`config.mk`:
```
export PLATFORM = sky130hd
export DESIGN_NAME = iter_linear_cal_multi
export DESIGN_NICKNAME = d
export VERILOG_FILES = /design/src/rtl/iter_linear_cal_multi.sv
export SDC_FILE = /design/constraint.sdc
export NUM_CORES = 1
export LEC_CHECK = 0
export ABC_CLOCK_PERIOD_IN_PS = 21700
export BUFFER_PORTS_ARGS = -buffer_cell sky130_fd_sc_hd__buf_2
export CAP_MARGIN = 15
export CELL_PAD_IN_SITES_DETAIL_PLACEMENT = 0
export CELL_PAD_IN_SITES_GLOBAL_PLACEMENT = 1
export CORE_UTILIZATION = 40
export DETAILED_ROUTE_END_ITERATION = 10
export PLACE_DENSITY_LB_ADDON = 0.12
export SYNTH_ARGS = -nofsm -noshare
export SYNTH_HDL_FRONTEND = slang
export SYNTH_SLANG_ARGS = --single-unit
```
`constraint.sdc`:
```
create_clock -name clk -period 21.7 [get_ports clk]
set_clock_uncertainty 0.05 [all_clocks]
set_input_delay 1.085 -clock clk [delete_from_list [all_inputs] [get_ports clk]]
set_output_delay 1.085 -clock clk [all_outputs]
set_load 0.02 [all_outputs]
```
`src/rtl/iter_linear_cal_multi.sv`:
```
`timescale 1ns/1ps
`default_nettype none
// ============================================================================
// Module   : iter_linear_cal_multi
// Purpose  : Multi-channel y = m*x + b calibrator built on one shared
//            shift-add multiplier that retires one multiplier bit per clock.
//            Per-channel gain/offset bank, optional saturating output.
// Revision : 1.0 - initial release
// ============================================================================
module iter_linear_cal_multi #(
  parameter int WIDTH = 32,
  parameter int NCH   = 4,
  parameter int CHW   = 2,
  parameter bit SAT   = 1'b1
) (
  input  logic             clk,
  input  logic             rst,
  input  logic             cfg_wr,
  input  logic             cfg_sel,
  input  logic [CHW-1:0]   cfg_ch,
  input  logic [WIDTH-1:0] cfg_data,
  input  logic             wr,
  input  logic [CHW-1:0]   ch,
  input  logic [WIDTH-1:0] x,
  output logic             busy,
  output logic [WIDTH-1:0] y,
  output logic [CHW-1:0]   y_ch,
  output logic             valid,
  output logic             sat,
  output logic             drop
);

  localparam int CNTW = $clog2(WIDTH + 1);

  typedef enum logic [1:0] {
    S_IDLE = 2'd0,
    S_MULT = 2'd1,
    S_ADD  = 2'd2,
    S_DONE = 2'd3
  } state_t;

  state_t               state_q, state_d;
  logic [WIDTH-1:0]     m_q [NCH];
  logic [WIDTH-1:0]     m_d [NCH];
  logic [WIDTH-1:0]     b_q [NCH];
  logic [WIDTH-1:0]     b_d [NCH];
  logic [2*WIDTH-1:0]   acc_q, acc_d;
  logic [2*WIDTH-1:0]   mcand_q, mcand_d;
  logic [WIDTH-1:0]     mplier_q, mplier_d;
  logic [CNTW-1:0]      cnt_q, cnt_d;
  logic [WIDTH-1:0]     boff_q, boff_d;
  logic [CHW-1:0]       tag_q, tag_d;
  logic [WIDTH-1:0]     res_q, res_d;
  logic                 ovf_q, ovf_d;
  logic                 busy_q, busy_d;
  logic [WIDTH-1:0]     y_q, y_d;
  logic [CHW-1:0]       y_ch_q, y_ch_d;
  logic                 valid_q, valid_d;
  logic                 sat_q, sat_d;
  logic                 drop_q, drop_d;

  // Channel indices are widened before the range test so the test stays a
  // real comparison even when NCH fills the whole index space.
  logic [31:0]          ch_ext, cfg_ch_ext;
  logic                 ch_ok, cfg_ok;
  logic [WIDTH-1:0]     sel_m, sel_b;
  logic [2*WIDTH:0]     sum;
  logic                 sum_ovf;

  assign ch_ext     = 32'(ch);
  assign cfg_ch_ext = 32'(cfg_ch);
  assign ch_ok      = (ch_ext < 32'(NCH));
  assign cfg_ok     = (cfg_ch_ext < 32'(NCH));

  // Final offset add, one bit wider than the product so the carry is kept.
  assign sum     = {1'b0, acc_q} + {{(WIDTH + 1){1'b0}}, boff_q};
  assign sum_ovf = |sum[2*WIDTH:WIDTH];

  // Coefficient read mux for the channel presented with the sample.
  always_comb begin
    sel_m = '0;
    sel_b = '0;
    for (int i = 0; i < NCH; i++) begin
      if (ch == CHW'(i)) begin
        sel_m = m_q[i];
        sel_b = b_q[i];
      end
    end
  end

  // Coefficient bank update; out-of-range channels are silently ignored.
  always_comb begin
    for (int i = 0; i < NCH; i++) begin
      m_d[i] = m_q[i];
      b_d[i] = b_q[i];
      if (cfg_wr && cfg_ok && (cfg_ch == CHW'(i))) begin
        if (cfg_sel) b_d[i] = cfg_data;
        else         m_d[i] = cfg_data;
      end
    end
  end

  // Sequencer: accept, iterate WIDTH multiplier bits, add offset, publish.
  always_comb begin
    state_d  = state_q;
    acc_d    = acc_q;
    mcand_d  = mcand_q;
    mplier_d = mplier_q;
    cnt_d    = cnt_q;
    boff_d   = boff_q;
    tag_d    = tag_q;
    res_d    = res_q;
    ovf_d    = ovf_q;
    busy_d   = busy_q;
    y_d      = y_q;
    y_ch_d   = y_ch_q;
    sat_d    = sat_q;
    valid_d  = 1'b0;
    drop_d   = 1'b0;
    case (state_q)
      S_IDLE: begin
        if (wr) begin
          if (ch_ok) begin
            // Operands are captured here, so later cfg writes cannot disturb them.
            mcand_d  = {{WIDTH{1'b0}}, x};
            mplier_d = sel_m;
            boff_d   = sel_b;
            tag_d    = ch;
            acc_d    = '0;
            cnt_d    = CNTW'(WIDTH);
            busy_d   = 1'b1;
            state_d  = S_MULT;
          end else begin
            drop_d = 1'b1;
          end
        end
      end
      S_MULT: begin
        drop_d = wr;
        if (mplier_q[0]) acc_d = acc_q + mcand_q;
        mcand_d  = mcand_q << 1;
        mplier_d = mplier_q >> 1;
        cnt_d    = cnt_q - CNTW'(1);
        if (cnt_q == CNTW'(1)) state_d = S_ADD;
      end
      S_ADD: begin
        drop_d  = wr;
        res_d   = (SAT && sum_ovf) ? '1 : sum[WIDTH-1:0];
        ovf_d   = sum_ovf;
        state_d = S_DONE;
      end
      S_DONE: begin
        drop_d  = wr;
        y_d     = res_q;
        y_ch_d  = tag_q;
        sat_d   = ovf_q;
        valid_d = 1'b1;
        busy_d  = 1'b0;
        state_d = S_IDLE;
      end
      default: state_d = S_IDLE;
    endcase
  end

  // State and coefficient registers; reset aborts any computation in flight.
  always_ff @(posedge clk or posedge rst) begin
    if (rst) begin
      state_q  <= S_IDLE;
      for (int i = 0; i < NCH; i++) begin
        m_q[i] <= WIDTH'(1);
        b_q[i] <= '0;
      end
      acc_q    <= '0;
      mcand_q  <= '0;
      mplier_q <= '0;
      cnt_q    <= '0;
      boff_q   <= '0;
      tag_q    <= '0;
      res_q    <= '0;
      ovf_q    <= 1'b0;
      busy_q   <= 1'b0;
      y_q      <= '0;
      y_ch_q   <= '0;
      valid_q  <= 1'b0;
      sat_q    <= 1'b0;
      drop_q   <= 1'b0;
    end else begin
      state_q  <= state_d;
      for (int i = 0; i < NCH; i++) begin
        m_q[i] <= m_d[i];
        b_q[i] <= b_d[i];
      end
      acc_q    <= acc_d;
      mcand_q  <= mcand_d;
      mplier_q <= mplier_d;
      cnt_q    <= cnt_d;
      boff_q   <= boff_d;
      tag_q    <= tag_d;
      res_q    <= res_d;
      ovf_q    <= ovf_d;
      busy_q   <= busy_d;
      y_q      <= y_d;
      y_ch_q   <= y_ch_d;
      valid_q  <= valid_d;
      sat_q    <= sat_d;
      drop_q   <= drop_d;
    end
  end

  assign busy  = busy_q;
  assign y     = y_q;
  assign y_ch  = y_ch_q;
  assign valid = valid_q;
  assign sat   = sat_q;
  assign drop  = drop_q;

endmodule
`default_nettype wire

```
==> impl_metrics.yaml <==
yosys:
  synth-simple-area-share_pct: 9.09
  syn_nets: 2598
  synth_compound_area_share_pct: 13.0
  ys_seq_area_share_pct: 47.2
  ys_top_cells_by_area: "dfrtp_1 47%, mux2_2 13%, mux4_2 5.1%, ha_1 4.5%, o21ai_0 3.2%"
  synth_top_family_by_area: "multiplexers"
  yosysMostFrequentCell: "dfrtp_1"
  avgSynthCellArea_um2: 11.6
  synth_common_cells: "525 x dfrtp_1, 327 x mux2_2, 215 x nand2_1, 182 x o21ai_0, 101 x ha_1"
  synth_xor_area_share_pct: 3.03
  ys_warn_count: 0
  synth-edff-count: 0
  syn_area_mm2: 0.0281
  ys_ff_latch: 529
  async_flop_share_pct: 100
  syn_inst: 2422
  synthFlopType: "dfrtp_1"
  synth_top_area_share_pct: 46.8
  synthDistinctLibCells: 93
  synth_area_leader_cell: "dfrtp_1"
  synth_mux_area_share_pct: 20.7
  synth_adder_area_share_pct: 4.65
routing:
  drc_errors: 0
  first_pass_iters: 5
  wl_mm: 71.7
  routedWlPerCell_um: 20.7
  vias_per_cell: 5.54
  ant_nets: 0
  drt_iter0_markers: 1191
  vias: 19200
worst_setup_path:
  r2r-start: "acc_q[6]$_DFFE_PP0P_"
  reg2regPathDepth: 12
  crit_path_start: "acc_q[6]$_DFFE_PP0P_"
  ff2ff_setup_slack_ps: 17520
  endpoint: "res_q[29]$_DFFE_PP0P_"
  cp_max_fo: 33
  crit_required_ps: 22090
  cpMostUsedCell: "a2111oi_0"
  slowest_stage: "buf_4"
  crit_arrival_ps: 4570
  critical-path-max-stage-delay_ps: 480
  r2r_end: "res_q[29]$_DFFE_PP0P_"
  worstSetupStartpointType: "register"
  end_kind: "register"
  crit_type: "register to register"
  path_cells: "ha_1 > a2111oi_0 > o21ai_1 > a21boi_0 > a2111oi_0 > nor3_1 > mux2i_1 > o211a_1 > nand4_2 > nor4_4 > buf_4 > a31oi_1"
timing:
  rsz0062_at_grt: "no"
  final_hold_viol_count: 0
  worst_pin_slew_ps: 1090
  max_freq_ghz: 0.239
  finalSetupTns_ps: 0
  layout_min_cycle_time_ps: 4180
  period_share_pct: 19.3
  drv_slew: 0
  setup_viol: 0
  relSlewSlack_pct: 27.2
placed_design:
  place_area_mm2: 0.0295
  gp_congestion: 0.864
  portBuffers: 110
  dp_hpwl_mm: 51.1
die:
  core-area_mm2: 0.0689
  die_y_um: 267
  dieArea_mm2: 0.0712
  die_w_um: 267
  start_util_pct: 40.7
  rows: 96
  io_pins: 111
job:
  cap_violations: 0
clock_tree:
  cts.sinks: 529
  numCtsBuffers: 58
  postCtsSetupBuffers: 0
  root_buffer: "clkbuf_16"
  ctsResizeCount: 0
  ctsHoldBuffers: 0
  cts_tree: "built"
  path_clk_slew_ps: 60
  cts_buffer_depth: 3
  htree_levels: 2
  worstSkewPairLatency_ps: 630
worst_hold_path:
  hp-start: "mplier_q[13]$_DFFE_PP0P_"
  hold_path_class: "register to register"
global_routing:
  grt.overflow.total: 0
  track_usage_pct: 20.4
  grt_pass1_vias: 19600
  antenna_found_initial: 3
  grt_max_degree: 128
  grt_pass1_wl_mm: 114
layout:
  fin_util_pct: 45.5
  drive_gt1_share_pct: 27.5
  num_antenna_cells: 0
  nets: 2667
  fin_area_mm2: 0.0314
  syn_to_final_growth_pct: 11.8
power_and_ir_drop:
  peakVddDrop_v: 0.0000685
  powerDensity_mw_per_mm2: 129
  leakage_nw: 13.5
run_status:
  status: "completed"
[cell families (layout without fill, tap and decap cells)]
group / count (synthesis) / in the layout
buffers and inverters: 165 / 282
XOR/XNOR: 97 / 97
flip-flops: 529 / 529
adder cells (fa/ha/maj): 103 / 103
multiplexers: 459 / 459
AND/OR/NAND/NOR: 532 / 532
AO/OA/AOI/OAI: 537 / 537
[power breakdown]
group	internal [mW]	total, mW	leakage, nW	switching, mW
clock network	0.550	0.964	0.908	0.414
logic	0.661	1.59	6.11	0.925
registers	1.29	1.51	6.46	0.218
total	2.50	4.06	13.5	1.56
[metrics by stage]
stage	std cells	setup slack, ps	total power [mW]	hold WS [ps]
after floorplan	2422	5790	2.68	399
after global placement	3362	17610	3.08	412
after detailed placement	3362	17530	3.12	419
after CTS	3470	17460	4.10	433
after global routing	3470	17170	4.34	458
final	3470	17520	4.06	427
[layer usage]
| metal | up-vias | share of wire [%] | global-route usage [%] |
|---|---|---|---|
| met5 | - | 0.014 | 0 |
| met4 | 2 | 1.7 | 4.71 |
| met3 | 90 | 4.2 | 3.07 |
| met2 | 345 | 46 | 32.6 |
| met1 | 9697 | 48 | 29.1 |
| li1 | 9098 | - | - |
[cell usage in the layout (no fill, tap or decap), types with 6 or more instances in the layout]
cell type,count
inv_1,37
clkbuf_1,21
nor4_1,11
a21boi_0,6
nand4_1,24
o21ai_0,182
a22o_1,38
ha_1,99
a31oi_2,25
a21oi_2,7
nand2b_1,13
nor3_1,39
clkbuf_8,12
o21bai_1,18
xnor2_1,51
or2_2,6
dfrtp_1,525
a211oi_1,10
o31ai_1,12
a21oi_1,96
a31oi_1,13
nand3_1,46
o21ai_1,9
clkinv_2,8
xor2_1,46
mux4_2,64
mux2i_1,68
nor2_1,97
clkbuf_16,58
o211ai_1,14
and3_1,23
buf_2,109
and2_1,10
o21a_1,14
a21o_1,29
nor2b_1,6
buf_4,26
nand2_1,214
mux2_2,327
[critical path: cells and delay by family (launching register included)]
kind / cells / cell delay (ps)
buffers and inverters: 1 / 480
multiplexers: 1 / 250
AO/OA/AOI/OAI: 6 / 1660
flip-flops: 1 / 420
adder cells (fa/ha/maj): 1 / 400
AND/OR/NAND/NOR: 3 / 700
[worst min path at each step]
stage	end	slack, ps	cells past startpoint
finish	mplier_q[13]$_DFFE_PP0P_	430	2
global route	mplier_q[4]$_DFFE_PP0P_	460	2
CTS	mplier_q[2]$_DFFE_PP0P_	430	2
detailed placement	mplier_q[2]$_DFFE_PP0P_	420	2
global placement	mplier_q[5]$_DFFE_PP0P_	410	2
floorplan	mplier_q[10]$_DFFE_PP0P_	400	2
[sequential cells by signal, summed over array words and instances, names as in the netlist]
signal and flops:
b_q 128, m_q 128, acc_q 64, mcand_q 64, boff_q 32, mplier_q 32, res_q 32, y 32
cnt_q 6, state_q 2, tag_q 2, y_ch 2, busy 1, drop 1, ovf_q 1, sat 1
valid 1
[layout make-up]
type	instances	area, um2
Clock buffer	91	1700
Clock inverter	17	179
Fill cell	6441	37600
Inverter	39	154
Multi-Input combinational cell	1728	14200
Sequential cell	529	13200
Tap cell	931	1160
Timing Repair Buffer	135	741
Note: power is estimated with default switching activity, not from simulation.
